$ cat config.mk
export PLATFORM = sky130hd
export DESIGN_NAME = seven_seg_serial_mux
export DESIGN_NICKNAME = d
export VERILOG_FILES = /design/src/rtl/seven_seg_serial_mux.sv
export SDC_FILE = /design/constraint.sdc
export NUM_CORES = 1
export LEC_CHECK = 0
export CAP_MARGIN = 20
export CORE_ASPECT_RATIO = 1.1
export CORE_UTILIZATION = 40
export CTS_CLUSTER_DIAMETER = 50
export DETAILED_ROUTE_END_ITERATION = 16
export GPL_ROUTABILITY_DRIVEN = 0
export PLACE_DENSITY = 0.64
export SETUP_SLACK_MARGIN = 0.5
export SYNTH_ARGS = -nofsm -noshare
export SYNTH_HDL_FRONTEND = slang
export SYNTH_SLANG_ARGS = --single-unit
$ cat constraint.sdc
create_clock -name clk -period 5 [get_ports clk]
set_input_delay 1 -clock clk [delete_from_list [all_inputs] [get_ports clk]]
set_output_delay 1 -clock clk [all_outputs]
set_load 0.05 [all_outputs]
$ cat src/rtl/seven_seg_serial_mux.sv
// seven_seg_serial_mux: double-dabble BCD conversion and serial scan of a multi-digit 7-seg board.
// Optional macro SEVSEG_BLANK_EN enables leading-zero blanking.
module seven_seg_serial_mux #(
  parameter int BIN_W   = 16,
  parameter int DIGITS  = 4,
  parameter int CLK_DIV = 4
) (
  input  logic             clk,
  input  logic             rst,
  input  logic [BIN_W-1:0] bin,
  input  logic             load,
  output logic             conv_busy,
  output logic             overflow,
  output logic             seg_data,
  output logic             seg_clk,
  output logic             seg_latch
);
  function automatic logic [63:0] pow10(input int n);
    logic [63:0] r;
    r = 64'd1;
    for (int i = 0; i < n; i++) r = r * 64'd10;
    return r;
  endfunction
  localparam logic [63:0] LIMIT = pow10(DIGITS);
  localparam int DW = 4 * DIGITS;
  localparam int CW = $clog2(BIN_W + 1);
  localparam int VW = CLK_DIV > 1 ? $clog2(CLK_DIV) : 1;
  localparam logic [7:0] SEG [16] = '{8'hC0, 8'hF9, 8'hA4, 8'hB0, 8'h99, 8'h92, 8'h82, 8'hF8,
                                      8'h80, 8'h90, 8'hFF, 8'hFF, 8'hFF, 8'hFF, 8'hFF, 8'hFF};
  typedef enum logic [1:0] {IDLE, CONV, DONE} state_t;
  state_t state;
  logic [BIN_W-1:0] sreg;
  logic [DW-1:0] bcd, bcd_adj, disp_bcd;
  logic disp_ovf;
  logic [CW-1:0] steps;
  always_comb begin
    bcd_adj = bcd;
    for (int i = 0; i < DIGITS; i++)
      bcd_adj[4*i +: 4] = bcd[4*i +: 4] >= 4'd5 ? bcd[4*i +: 4] + 4'd3 : bcd[4*i +: 4];
  end
  always_ff @(posedge clk or posedge rst) begin
    if (rst) begin
      state     <= IDLE;
      conv_busy <= 1'b0;
      overflow  <= 1'b0;
      sreg      <= '0;
      bcd       <= '0;
      disp_bcd  <= '0;
      disp_ovf  <= 1'b0;
      steps     <= '0;
    end else begin
      case (state)
        IDLE: if (load) begin
          sreg      <= bin;
          overflow  <= 64'(bin) >= LIMIT;
          bcd       <= '0;
          steps     <= '0;
          conv_busy <= 1'b1;
          state     <= CONV;
        end
        CONV: begin
          bcd   <= {bcd_adj[DW-2:0], sreg[BIN_W-1]};
          sreg  <= sreg << 1;
          steps <= steps + 1'b1;
          if (steps == CW'(BIN_W - 1)) state <= DONE;
        end
        DONE: begin
          disp_bcd  <= bcd;
          disp_ovf  <= overflow;
          conv_busy <= 1'b0;
          state     <= IDLE;
        end
        default: state <= IDLE;
      endcase
    end
  end
  logic [VW-1:0] div;
  logic [5:0] half;
  logic [4:0] slot;
  logic [2:0] dig;
  logic [15:0] frame, word;
  logic [3:0] nib;
  logic blank, frame_start;
  assign slot = half[5:1];
  assign frame_start = div == '0 && half == '0;
  assign nib = 4'(disp_bcd >> {dig, 2'b00});
`ifdef SEVSEG_BLANK_EN
  assign blank = !disp_ovf && dig != 3'd0 && (disp_bcd >> {dig, 2'b00}) == '0;
`else
  assign blank = 1'b0;
`endif
  assign word = {~(8'd1 << dig), disp_ovf ? 8'hBF : blank ? 8'hFF : SEG[nib]};
  // Outputs are registered from the pre-edge position, so the stream lags the counters by one clk.
  always_ff @(posedge clk or posedge rst) begin
    if (rst) begin
      div       <= '0;
      half      <= '0;
      dig       <= '0;
      frame     <= '0;
      seg_data  <= 1'b0;
      seg_clk   <= 1'b0;
      seg_latch <= 1'b0;
    end else begin
      div <= div == VW'(CLK_DIV - 1) ? '0 : div + 1'b1;
      if (div == VW'(CLK_DIV - 1)) begin
        half <= half == 6'd33 ? '0 : half + 1'b1;
        if (half == 6'd33) dig <= dig == 3'(DIGITS - 1) ? '0 : dig + 1'b1;
      end
      if (frame_start) frame <= word;
      seg_data  <= frame_start ? word[15] : slot < 5'd16 && frame[~slot[3:0]];
      seg_clk   <= slot < 5'd16 && half[0];
      seg_latch <= slot == 5'd16;
    end
  end
endmodule

* Word level (Yosys, flattened, before mapping)
Memories as Yosys holds them, arrays and structs flattened.
Cells that the tools add are included.
W data, S select, Z words.
** Storage, ports and cells
- Register bits after elaboration :: 88
- ROM bits :: 128
- Bits of input ports :: 19
- Output and inout bits :: 5
- Logic and storage cells :: 83
- Memories kept :: 1
** Memory list
- (name not given) :: words 16, bits a word 8, rd ports 1, clocked after memory_dff 0, wr ports 0, line 92 : assign word = {~(8'd1 << dig), disp_ovf ? 8'hBF : blank ? 8'hFF : SEG[nib]};
** Cells by class
- $add $sub $neg :: 8
- $lt $le $gt $ge :: 8
- Eq/ne operators :: 9
- Shift-type cells :: 2
- Multiplexer cells :: 24
- Bitwise gates (word level) :: 3
- Reductions and logical operators :: 13
** Operator list (count)
- $pmux W16 S2 :: 2
- $mux W16 :: 2
- $mux W8 :: 3
- $ge A16 B14 Y1 const B :: 1
- $ge A4 B3 Y1 const B :: 4
- $shr A16 B5 Y4 :: 1
- $add A4 B2 Y4 const B :: 3
- $mux W4 :: 3
- $pmux W5 S2 :: 1
- $reduce_and A2 Y1 :: 5
- $not A8 Y8 :: 1
- $shl A1 B3 Y8 const A :: 1
- $add A6 B1 Y6 const B :: 1
- $eq A6 B6 Y1 const B :: 1
- $logic_not A6 Y1 :: 1
- $mux W2 :: 3
- $mux W3 :: 2
- $mux W6 :: 1
- $add A5 B1 Y5 const B :: 1
- $eq A5 B4 Y1 const B :: 1
- $eq A5 B5 Y1 const B :: 1
- $ge A5 B5 Y1 const B :: 1
- $lt A4 B5 Y1 const B :: 1
- $lt A5 B5 Y1 const B :: 1
- 17 further kinds :: 25

* Longest topological paths before layout
- Depth in word-level cells :: 6
- Gate-level depth with buffers :: 9
- Mapped depth without buffers :: 8

* Least setup slack after synthesis
No wires, ideal clock.
- Kind :: reg2reg
- Start point :: reg dig[0]
- End point :: reg frame[1]
- Library setup time :: 137 ps
- Data arrival time :: 1913 ps
- Data required time :: 4863 ps
- Path slack :: 2950 ps
- Cell stages (with the launch flop) :: 8
- Buffers on the path :: 1
- Clock period less this slack :: 2050 ps
- Path through :: dfrtp_1 -> buf_6 -> mux4_1 -> and2_1 -> ha_1 -> inv_1 -> a221oi_1 -> a21oi_1
** Between the ends
- Word-level cells in the longest chain between the ends :: 6
** RTL lines
- start, declared :: line 80 : logic [2:0] dig;
- start signal, assigned :: line 107 : if (half == 6'd33) dig <= dig == 3'(DIGITS - 1) ? '0 : dig + 1'b1;
- $shr A16 B5 Y4 :: line 86 : assign nib = 4'(disp_bcd >> {dig, 2'b00});
- $not A4 Y5 (implied by the code) :: line 92
- $mem_v2 Z16 W8
- $mux W8 (implied by the code) (2 in series) :: line 92
- $mux W8 :: line 92
- end signal, assigned :: line 109 : if (frame_start) frame <= word;
- end, declared :: line 81 : logic [15:0] frame, word;
Every way passes these cells. The select of a mux whose other input is x is not followed.
A chain may end at the register's enable or synchronous reset.

* Final worst setup path
- Start point :: reg overflow
- End point :: out overflow
** RTL lines
- start, declared :: line 13 : output logic overflow,
- start signal, assigned :: line 45 : overflow <= 1'b0;
- start signal, assigned :: line 55 : overflow <= 64'(bin) >= LIMIT;
No word-level cell between the ends.

==> impl_results.md <==
* Routed len/inst at between 10 and 15 um
* Slowest stage cell, crit path: clkdlybuf4s50_1
* Detail Placement HPWL at 6150 um
* Layout Nets at just under 500
* Synth Cell Area at 0.00454 mm2
* Pre-CTS setup slack at 2.23 ns
* Sequential-to-total area share from yosys stat at 0.485
* Ys flop type: dfrtp_1
* Clock skew at 0.00722 ns
* Fraction of layout cells with a size suffix above 1 at 0.104
* Critical path type: reg2out
* Synth area leaders: dfrtp_1 49%, ha_1 6.6%, o21ai_0 5.1%, mux2_2 3.2%, nand2_1 3.0%
* Pleak at 0.00224 uW
* Post-route core utilization at 0.474
* Synth Register Bits at between 80 and 90
* Buffers & Inverters on Critical Path at 1
* CTS root buf: clkbuf_16
* Top-count cell post-synth: dfrtp_1
* EDFF count, synth at 0
* Clock transition at path regs at 0.07 ns
* Core footprint at 0.0110 mm2
* Area added between synthesis and finish at 14.5%
* Post-synth top area cell: dfrtp_1
* Initial Util at 0.414
* Port bufs at 23
* DRT Wirelength at 8920 um
* # IOs at 24
* Worst Hold Class: reg2reg
* Maxcap violations at 0
* Via Count at 3197
* FMAX at 385 MHz
* Worst setup SP type: flip-flop
* Detailed Routing Iterations Pass 1 at 4
* CP max stage delay at around 0.83 ns
* Crit-path cells: clkdlybuf4s50_1
* TritonCTS sink count at 88
* Drt initial violations at 133
* Inserted Diodes at 0
* CP Data Required Time at 4.00 ns
* Period Utilization, post-route at 0.520
* Post-synth top cells: 88 x dfrtp_1, 46 x o21ai_0, 36 x nand2_1
* Syn nets at between 400 and 500
* Yosys top cell area share at 0.485
* Final ANT Viol Nets at 0
* Final hold violation count at 0
* Yosys Warn Count at 0
* Hold buffers post-CTS at 0
* Critical Path AT at 1.60 ns
* Max-Slew Margin vs Limit at 0.372
* Worst slew pin tran at between 0.9 and 1 ns
* Pwr dens at 459 mW/mm2
* Worst skew pair latency at 0.34 ns
* Vias in the first global route at 3249
* Cell Rows at 40
* Overall Global Routing Usage at 0.164
* Worst-path fanout max at 3
* Initial antenna violation count at 0
* Critical Path End Type: primary output
* Crit path time final at 2.60 ns
* CTS buffer count at 9
* Outcome: finished, final reports clean
* Final setup TNS at 0 ns
* Residual DRC count at 0
* Die span in y at 114 um
* Die X at slightly above 100 um
* # H-tree levels at 3
* Synth async-reset ratio at 1.00
* Cell variety after synth at 47
* Syn_area_per_cell at 10.4 um2
* CTS Buffer Depth at 2
* # setup viols final at 0
* Slew Viols, Final at 0
* Setup bufs post-CTS at 0
* CTS tree: built
* RSZ-0062 raised after global routing: no
* Largest net degree at the start of global routing at 58
* Post_cts resized at 0
* Final worst-path setup slack at 2.40 ns
* VDD IR max at 0.245 mV
* Delay-heaviest family, CP: buffers and inverters
* Vias per inst at 5.32
* First-pass GRT wire length at roughly 16000 um
* Grt total ovfl at 0
* Die Area at 0.0118 mm2
* Post-Synthesis Cells at approximately 440
[state kept, by name, summed over array words and instances (netlist names)]
| signal | cells |
|---|---|
| bcd | 16 |
| dig | 3 |
| disp_bcd | 16 |
| seg_clk | 1 |
| seg_latch | 1 |
| disp_ovf | 1 |
| seg_data | 1 |
| overflow | 1 |
| div | 2 |
| sreg | 16 |
| steps | 5 |
| conv_busy | 1 |
| state | 2 |
| half | 6 |
| frame | 16 |
[path summary, 6_finish.rpt]
path	end	cells past startpoint	startpoint	slack (ns)
setup / recovery	overflow	1	overflow	2.40
hold / removal	div[0]	1	div[0]	0.46
setup reg to reg	seg_data	7	half[1]	2.68
hold reg to reg	div[0]	1	div[0]	0.46
max in group asynchronous	bcd[4]	3	rst	3.49
min in group asynchronous	frame[2]	2	rst	0.88
[placed cells by master, fill, tap and decap left out, drive strengths merged, types with 8 or more instances in the layout]
cell type	count
nor2	21
ha	24
nand2	36
inv	24
nand2b	9
clkdlybuf4s50	23
nor2b	19
a21oi	25
mux2i	8
dfrtp	88
a22oi	15
clkbuf	9
o21ai	46
mux2	13
[power by group]
group	internal, uW	switching [uW]	total, uW
Combinational	310	358	667
Clock	392	292	684
Sequential	875	157	1030
[metal layers]
metal / wire (um) / GRT usage / vias to the layer above
met1: 4290 / 0.210 / 1585
met4: 117 / 0.0541 / 0
li1: - / - / 1562
met5: 0 / 0 / -
met3: 190 / 0.0251 / 11
met2: 4320 / 0.285 / 39
[worst reg2reg max path: stages, from the launching register on]
cell and delay, ns:
dfrtp_1 0.52, inv_1 0.17, ha_1 0.17, nand3b_1 0.14
nor2_1 0.47, buf_4 0.29, nor4_1 0.09, or3_1 0.36
[stage by stage]
step           instance area [um2]  cells  hold slack, ns  power (uW)
3_5_place_dp                  4860    584           0.454        1710
3_3_place_gp                  4860    584           0.437        1680
6_report                      5190    601           0.462        2380
5_1_grt                       5190    601           0.490        2540
2_1_floorplan                 4540    435           0.424        1520
4_1_cts                       5170    600           0.468        2410
[kinds of logic (layout without fill, tap and decap cells)]
group	count (synthesis)	after routing	synth area share
AOI/OAI and AO/OA	115	115	0.157
xor gates and xnor gates	7	7	0.0135
adders and majority gates	24	24	0.0662
buffers and inverters	49	68	0.0477
DFF	88	88	0.485
muxes	28	28	0.0871
and+or+nand+nor	124	124	0.143
[cell type report]
| cell class | count | area (um2) |
|---|---|---|
| clock buffers | 9 | 225 |
| well taps | 147 | 184 |
| multi-input cells | 298 | 2120 |
| repair buffers | 29 | 295 |
| fillers | 977 | 5770 |
| inverters | 23 | 87.6 |
| clock inverters | 7 | 78.8 |
| flip-flops and latches | 88 | 2200 |
(Power assumes the default switching activity.)
